<file path="src/rtl/pimac_pkg.sv">
// Shared constants for the pipelined multiply-accumulate block.
// Mode encodings are shared by the datapath and anything that builds beats for it.
package pimac_pkg;

  localparam logic [1:0] MODE_MAC  = 2'b00;
  localparam logic [1:0] MODE_ACC  = 2'b01;
  localparam logic [1:0] MODE_LOAD = 2'b10;

  localparam int STAGES = 2;

  // 2'b11 falls through to MAC behaviour and leaves the accumulator alone
  function automatic logic writes_acc(input logic [1:0] mode);
    return (mode == MODE_ACC) || (mode == MODE_LOAD);
  endfunction

endpackage

</file>
<file path="src/rtl/pimac_pipe_if.sv">
// Beat-in / result-out handshake bundle for pimac_pipe.
// master = producer/consumer around the block, slave = the block itself.
interface pimac_pipe_if #(
  parameter int A_W   = 4,
  parameter int B_W   = 4,
  parameter int C_W   = 4,
  parameter int ACC_W = 8
) ();
  logic             in_valid;
  logic             in_ready;
  logic [A_W-1:0]   a;
  logic [B_W-1:0]   b;
  logic [C_W-1:0]   c;
  logic [1:0]       mode;
  logic             sat_en;
  logic             out_valid;
  logic             out_ready;
  logic [ACC_W-1:0] result;
  logic             overflow;

  modport master (
    output in_valid, a, b, c, mode, sat_en, out_ready,
    input  in_ready, out_valid, result, overflow
  );

  modport slave (
    input  in_valid, a, b, c, mode, sat_en, out_ready,
    output in_ready, out_valid, result, overflow
  );
endinterface

</file>
<file path="src/rtl/pimac_sat.sv">
// Range check of an exact sum against ACC_W, then clamp or wrap.
// The overflow flag reflects the exact sum regardless of sat_en.
module pimac_sat
  import pimac_pkg::*;
#(
  parameter int IN_W   = 10,
  parameter int ACC_W  = 8,
  parameter int SIGNED = 0
) (
  input  logic [IN_W-1:0]  sum,
  input  logic             sat_en,
  output logic [ACC_W-1:0] res,
  output logic             ov
);

  logic [ACC_W-1:0] lim;

  generate
    if (SIGNED != 0) begin : g_signed
      // in range iff every bit from the ACC_W sign bit upward agrees
      assign ov  = !((&sum[IN_W-1:ACC_W-1]) || !(|sum[IN_W-1:ACC_W-1]));
      assign lim = sum[IN_W-1] ? {1'b1, {(ACC_W-1){1'b0}}}
                               : {1'b0, {(ACC_W-1){1'b1}}};
    end else begin : g_unsigned
      // unsigned operands only add, so the low limit is never crossed
      assign ov  = |sum[IN_W-1:ACC_W];
      assign lim = '1;
    end
  endgenerate

  assign res = (ov && sat_en) ? lim : sum[ACC_W-1:0];

endmodule

</file>
<file path="src/rtl/pimac_pipe.sv">
// Two-stage multiply / add / accumulate with valid-ready flow control.
// Stage 1 registers the full-width product; stage 2 adds, range-checks and updates acc.
module pimac_pipe
  import pimac_pkg::*;
#(
  parameter int A_W    = 4,
  parameter int B_W    = 4,
  parameter int C_W    = 4,
  parameter int ACC_W  = 8,
  parameter int SIGNED = 0
) (
  input logic         clk,
  input logic         rst_n,
  pimac_pipe_if.slave bus
);

  localparam int P_W = A_W + B_W;
  localparam int S_W = ACC_W + 2;

  typedef struct packed {
    logic [P_W-1:0] p;
    logic [C_W-1:0] c;
    logic [1:0]     mode;
    logic           sat_en;
  } s1_t;

  logic [STAGES:1]  vld_pipe;
  s1_t              s1;
  logic [ACC_W-1:0] acc;
  logic [ACC_W-1:0] res_q;
  logic             ov_q;

  logic             stall;
  logic             accept;
  logic             sx_a, sx_b, sx_p, sx_c, sx_acc;
  logic [P_W-1:0]   a_x, b_x, prod;
  logic [S_W-1:0]   p_x, c_x, acc_x, sum;
  logic [ACC_W-1:0] sat_res;
  logic             sat_ov;

  assign stall        = vld_pipe[2] && !bus.out_ready;
  assign bus.in_ready = !stall;
  assign accept       = bus.in_valid && !stall;

  assign sx_a   = (SIGNED != 0) && bus.a[A_W-1];
  assign sx_b   = (SIGNED != 0) && bus.b[B_W-1];
  assign sx_p   = (SIGNED != 0) && s1.p[P_W-1];
  assign sx_c   = (SIGNED != 0) && s1.c[C_W-1];
  assign sx_acc = (SIGNED != 0) && acc[ACC_W-1];

  // extend before multiplying so the low P_W bits are the exact product either way
  assign a_x  = {{B_W{sx_a}}, bus.a};
  assign b_x  = {{A_W{sx_b}}, bus.b};
  assign prod = a_x * b_x;

  assign p_x   = {{(S_W-P_W){sx_p}}, s1.p};
  assign c_x   = {{(S_W-C_W){sx_c}}, s1.c};
  assign acc_x = {{2{sx_acc}}, acc};
  assign sum   = (s1.mode == MODE_ACC) ? (acc_x + p_x) : (p_x + c_x);

  pimac_sat #(
    .IN_W  (S_W),
    .ACC_W (ACC_W),
    .SIGNED(SIGNED)
  ) u_sat (
    .sum   (sum),
    .sat_en(s1.sat_en),
    .res   (sat_res),
    .ov    (sat_ov)
  );

  always_ff @(posedge clk or negedge rst_n) begin
    if (!rst_n) begin
      vld_pipe <= '0;
      s1       <= '0;
      acc      <= '0;
      res_q    <= '0;
      ov_q     <= 1'b0;
    end else if (!stall) begin
      vld_pipe <= {vld_pipe[1], accept};
      if (accept)
        s1 <= '{p: prod, c: bus.c, mode: bus.mode, sat_en: bus.sat_en};
      // acc is written in the same stage that reads it, so back-to-back ACC needs no bypass
      if (vld_pipe[1]) begin
        res_q <= sat_res;
        ov_q  <= sat_ov;
        if (writes_acc(s1.mode))
          acc <= sat_res;
      end
    end
  end

  assign bus.out_valid = vld_pipe[2];
  assign bus.result    = res_q;
  assign bus.overflow  = ov_q;

endmodule

</file>
<file path="src/flat_wrapper.sv">
// flat-port wrapper written by rule: the top's interface ports become plain ports
module pimac_pipe_flat import pimac_pkg::*;
#(
  parameter int A_W    = 4,
  parameter int B_W    = 4,
  parameter int C_W    = 4,
  parameter int ACC_W  = 8,
  parameter int SIGNED = 0
)
  (clk, rst_n, bus_in_valid, bus_a, bus_b, bus_c, bus_mode, bus_sat_en, bus_out_ready, bus_in_ready, bus_out_valid, bus_result, bus_overflow);
  pimac_pipe_if #(.A_W(A_W), .B_W(B_W), .C_W(C_W), .ACC_W(ACC_W)) bus_i ();
  input logic clk;
  input logic rst_n;
  input wire logic [$bits(bus_i.in_valid)-1:0] bus_in_valid;
  input wire logic [$bits(bus_i.a)-1:0] bus_a;
  input wire logic [$bits(bus_i.b)-1:0] bus_b;
  input wire logic [$bits(bus_i.c)-1:0] bus_c;
  input wire logic [$bits(bus_i.mode)-1:0] bus_mode;
  input wire logic [$bits(bus_i.sat_en)-1:0] bus_sat_en;
  input wire logic [$bits(bus_i.out_ready)-1:0] bus_out_ready;
  output wire logic [$bits(bus_i.in_ready)-1:0] bus_in_ready;
  output wire logic [$bits(bus_i.out_valid)-1:0] bus_out_valid;
  output wire logic [$bits(bus_i.result)-1:0] bus_result;
  output wire logic [$bits(bus_i.overflow)-1:0] bus_overflow;
  assign bus_i.in_valid = bus_in_valid;
  assign bus_i.a = bus_a;
  assign bus_i.b = bus_b;
  assign bus_i.c = bus_c;
  assign bus_i.mode = bus_mode;
  assign bus_i.sat_en = bus_sat_en;
  assign bus_i.out_ready = bus_out_ready;
  assign bus_in_ready = bus_i.in_ready;
  assign bus_out_valid = bus_i.out_valid;
  assign bus_result = bus_i.result;
  assign bus_overflow = bus_i.overflow;
  pimac_pipe #(.A_W(A_W), .B_W(B_W), .C_W(C_W), .ACC_W(ACC_W), .SIGNED(SIGNED)) u_core (.clk(clk), .rst_n(rst_n), .bus(bus_i));
endmodule
</file>
<file path="config.mk">
export PLATFORM = sky130hd
export DESIGN_NAME = pimac_pipe_flat
export DESIGN_NICKNAME = d
export VERILOG_FILES = /design/src/rtl/pimac_pkg.sv /design/src/rtl/pimac_pipe_if.sv /design/src/rtl/pimac_sat.sv /design/src/rtl/pimac_pipe.sv /design/src/flat_wrapper.sv
export SDC_FILE = /design/constraint.sdc
export NUM_CORES = 1
export LEC_CHECK = 0
export CAP_MARGIN = 10
export CORE_MARGIN = 8
export CORE_UTILIZATION = 59
export DETAILED_ROUTE_END_ITERATION = 16
export PLACE_DENSITY = 0.85
export SKIP_LAST_GASP = 1
export SLEW_MARGIN = 30
export SYNTH_ARGS = -nofsm -noshare
export SYNTH_HDL_FRONTEND = slang
export SYNTH_SLANG_ARGS = --single-unit
</file>
<file path="constraint.sdc">
create_clock -name clk -period 5.2 [get_ports clk]
set_input_delay 1.56 -clock clk [delete_from_list [all_inputs] [get_ports clk]]
set_output_delay 1.56 -clock clk [all_outputs]
set_load 0.05 [all_outputs]
</file>
* Word level (Yosys, flattened, before mapping)
Cells that the tools add are included.
** Cells by class
- Reductions and logical operators :: 10
- Bitwise operators :: 1
- Multiplexer cells :: 2
- Add/subtract/negate cells :: 2
- $mul :: 1
- Equality and inequality tests :: 2
** Operator list (number)
- 2-to-1 mux 10 bit :: 1
- adder 8 x 4 -> 9 bit :: 1
- adder 8 x 8 -> 9 bit :: 1
- multiplier 4 x 4 -> 8 bit :: 1
- 2-to-1 mux 8 bit :: 1
- AND reduction 2 bit :: 2
- logical AND 1 bit :: 3
- AND reduction 3 bit :: 1
- == test 2 x 1 -> 1 bit, second input constant :: 1
- == test 2 bit, second input constant :: 1
- zero test 1 bit :: 2
- OR reduction 2 bit :: 1
- logical OR 1 bit :: 1
- NOT 1 bit :: 1
** Word-level totals
- Register bits :: 34
- Input bits :: 19
- Output and inout port bits :: 11
- Logic and storage cells :: 26

* Depth between registers and ports, before layout
Gate-level depths: netlist of the first run.
- Depth in word-level cells :: 5
- Depth in mapped cells :: 12

* Hierarchy
From an unflattened synthesis of the first run, not the netlist that was laid out.
** Second synthesis, totals
- Cell total of the unflattened synthesis :: 197
- Area total of the unflattened synthesis :: 2187.1 um2
** By module, submodules not included
- pimac_pipe :: area an instance 2114.5 um2, instances 1, cells an instance 187, sequential area each 850.8 um2
- pimac_sat :: area an instance 72.6 um2, instances 1, cells an instance 10, sequential area each 0.0 um2

* Worst setup path after synthesis of the first run
OpenSTA, ideal clock, no wires.
- Kind :: input-to-reg
- Start point :: input port bus_a[0]
- End point :: register u_core.s1 (netlist bit u_core.p_x[6])
- Path buffers :: 0
- Required time :: 5.065 ns
- Stages on the path :: 10
- Path slack :: 1.429 ns
- Data arrival time :: 3.636 ns
- Path through :: nand2_1 fa_1 fa_1 inv_1 fa_1 a21oi_1 nor2_1 nor2_1 xor2_1 o21ai_0
** On the way
- Longest elaborated chain between the ends :: 1
** Ends and longest elaborated chain
- from (decl) :: RTL line flat_wrapper.sv:15 : input wire logic [$bits(bus_i.a)-1:0] bus_a;
- multiplier 4 x 4 -> 8 bit :: RTL line pimac_pipe.sv:54 : assign prod = a_x * b_x;
- to (signal assigned) :: RTL line pimac_pipe.sv:82 : s1 <= '{p: prod, c: bus.c, mode: bus.mode, sat_en: bus.sat_en};
- to (decl) :: RTL line pimac_pipe.sv:28 : s1_t s1;
No other way between the ends.
A chain may end at the register's enable or synchronous reset.

* Worst setup path after layout of the first run
- Start point :: input port bus_out_ready
- End point :: output port bus_in_ready
** On the way
- Longest elaborated chain between the ends :: 3
** Ends and longest elaborated chain
- from (decl) :: RTL line flat_wrapper.sv:20 : input wire logic [$bits(bus_i.out_ready)-1:0] bus_out_ready;
- zero test 1 bit :: RTL line pimac_pipe.sv:41 : assign stall = vld_pipe[2] && !bus.out_ready;
- logical AND 1 bit :: RTL line pimac_pipe.sv:41
- zero test 1 bit :: RTL line pimac_pipe.sv:42 : assign bus.in_ready = !stall;
- to (decl) :: RTL line flat_wrapper.sv:21 : output wire logic [$bits(bus_i.in_ready)-1:0] bus_in_ready;
No other way between the ends.

==> flow_summary.yaml, run 1 <==
run_status:
  status: "completed"
finish:
  multi_input_area_mm2: 0.00121
  post-route-util: 0.705
  nets: 289
  fin_area_mm2: 0.00252
  diodes: 0
  stdcell_count: 293
  seqCellArea_um2: 851
  fill_cells: 290
  drive_gt1_frac: 0.114
  area_growth_pct: 18.2
power_and_ir_drop:
  vdd_drop_max_uv: 140
  powerDensity_mw_per_mm2: 452
  leakage_uw: 0.00118
synthesis:
  synth_top_family_by_area: "adder cells"
  synth-seq-cells: 34
  netlist_area_mm2: 0.00213
  synth_cells: 213
  syn_nets: 258
  synthArstFlopShare: 1.00
  synth_ff_type: "dfrtp_1"
  ys_warn_count: 0
  synth_fa_ha_area_frac: 0.170
  synth_xor_area_frac: 0.0328
  ys_types: 35
  synth_compound_area_frac: 0.127
  ys_seq_area_frac: 0.399
  synthSimpleGateAreaFrac: 0.161
  synthMuxAreaShare: 0.0785
  synth_edf_count: 0
  avgSynthCellArea_um2: 10.0
worst_setup_path:
  required_ps: 3640
  crit_type: "in2out"
  worstSetupEndpointType: "output pin"
  crit_path_max_incr_delay_ps: 850
  crit_start: "bus_out_ready"
  r2r-start: "u_core.s1[2]$_DFFE_PN0P_"
  cp_max_fo: 7
  crit_path_start_kind: "input pin"
  crit_family: "buffers and inverters"
  path_common_cell: "clkdlybuf4s50_1"
  slowest_stage: "clkdlybuf4s50_1"
  path_cells: "clkdlybuf4s50_1, nand2b_1, clkdlybuf4s50_1"
  crit_buf_inv: 2
  critPathArrivalTime_ps: 3080
sta:
  tightest_slew_ps: 772
  max_freq_mhz: 215
  fin_crit_sh: 0.892
  fin_crit_ps: 4640
  hold_viol: 0
  holdWs_ps: 486
  setup_tns_ps: 0
  max_slew_margin: 0.484
  rsz0062_at_grt: "no"
  skew_ps: 4.09
  setup-violations-final: 0
  drv_slew: 0
clock_network:
  path_clk_slew_ps: 100
  root_buffer: "clkbuf_4"
  insertion_delay_ps: 340
  cts_tree: "done"
  post_cts_buffers: 0
  clockBufferDepth: 2
  clock-sinks: 34
  postCtsHoldBufs: 0
  cts_buffers: 5
  ctsResizeCount: 0
  h-tree-depth: 2
global_route:
  first_global_vias: 1689
  grt.overflow.total: 0
  grt_use_total: 0.145
  grt_pass1_wl_mm: 7.06
  grt_antenna_before_repair: 0
  grt_max_degree: 35
die:
  die_w_um: 76.2
  row_count: 22
  start_util: 0.597
  die_area_mm2: 0.00580
  fp.dieH_um: 76.2
  num_io_pins: 30
  core-area_mm2: 0.00358
route:
  wl_per_cell_um: 12.9
  drt-pass1-iter-count: 4
  drcViolationCount: 0
  vias: 1613
  drtIter0Drc: 52
  via_per_inst: 5.51
  ant_nets: 0
  wirelength_mm: 3.79
worst_hold_path:
  hold_path_startpoint: "u_core.bus.result[3]$_DFFE_PN0P_"
  hold_path.class: "reg2reg"
placement:
  dp.cells: 285
  placed_area_mm2: 0.00246
  gp_congestion: 0.881
  numPortBuffers: 29
  hpwl_mm: 3.04
flow_run:
  drv_cap: 0
state kept, by name, summed over array words and instances (netlist names):
name                 flops
u_core.bus.result        8
u_core.c_x               4
u_core.p_x               8
u_core.vld_pipe          2
u_core.acc               8
u_core.bus.overflow      1
u_core.s1                3
power breakdown:
part | total (uW) | leakage, uW | switching (uW) | internal, uW
combinational | 587 | 0.000742 | 351 | 236
clock | 149 | 0.0000353 | 83.9 | 65.4
sequential | 403 | 0.000401 | 48.4 | 355
cell usage in the layout (no fill, tap or decap), types with 6 or more instances in the layout:
cell | synthesis | layout
a21oi_1 | 15 | 15
a31oi_1 | 6 | 6
and2_1 | 16 | 16
clkdlybuf4s50_1 | 0 | 29
dfrtp_1 | 34 | 34
ha_1 | 21 | 21
inv_1 | 11 | 11
mux2_2 | 14 | 14
nand2_1 | 16 | 16
nor2_1 | 21 | 21
o21ai_0 | 9 | 9
worst register-to-register path, delay by kind of cell, from the launching register on:
kind / cells / cell delay, ps
AOI/OAI and AO/OA: 3 / 640
adders and majority gates: 3 / 890
buffers and inverters: 2 / 120
DFF: 1 / 390
muxes: 1 / 220
and+or+nand+nor: 2 / 330
per-layer routing:
| layer | vias up | track usage | part of all wire |
|---|---|---|---|
| met3 | 7 | 0.0448 | 0.049 |
| met5 | - | 0 | 0 |
| met4 | 0 | 0.0769 | 0.021 |
| met1 | 768 | 0.156 | 0.43 |
| li1 | 801 | - | - |
| met2 | 37 | 0.248 | 0.50 |
area by class of cell:
class                   count  area share
multi-input cells         162       0.481
flip-flops and latches     34       0.337
repair buffers             30       0.118
well taps                  48      0.0238
clock buffers               7      0.0218
inverters                  11      0.0164
clock inverters             1     0.00198
logic make-up (layout without fill, tap and decap cells):
logic type                 after synthesis  in the layout
xor gates and xnor gates                 8              8
adders and majority gates               26             26
DFF                                     34             34
and+or+nand+nor                         69             69
muxes                                   15             15
AOI/OAI and AO/OA                       44             44
buffers and inverters                   17             49
worst paths after layout:
check | end | slack [ps] | cells past startpoint
max | bus_in_ready | 560 | 3
min | u_core.bus.result[3]$_DFFE_PN0P_ | 490 | 2
max reg2reg | u_core.bus.result[2]$_DFFE_PN0P_ | 2520 | 11
min reg2reg | u_core.bus.result[3]$_DFFE_PN0P_ | 490 | 2
max in group asynchronous | u_core.acc[3]$_DFFE_PN0P_ | 3300 | 2
min in group asynchronous | u_core.bus.result[2]$_DFFE_PN0P_ | 1620 | 2
cells in the mapped netlist, types with 6 or more instances:
cell | instances | share of area
dfrtp_1 | 34 | 0.40
ha_1 | 21 | 0.12
nor2_1 | 21 | 0.037
and2_1 | 16 | 0.047
nand2_1 | 16 | 0.028
a21oi_1 | 15 | 0.035
mux2_2 | 14 | 0.074
inv_1 | 11 | 0.019
o21ai_0 | 9 | 0.021
a31oi_1 | 6 | 0.018
per-stage QoR:
stage | power, uW | setup slack (ps)
global route | 1240 | 485
floorplan | 837 | 1430
global placement | 981 | 558
CTS | 1150 | 556
finish | 1140 | 560
detailed placement | 999 | 557
Power figures use the tool's default switching activity.
==> inputs of run 2 (changes only) <==
- SKIP_LAST_GASP: 1 -> unset
==> results of run 2 <==
No change in the layout: final DEF, timing and power equal those of run 1.
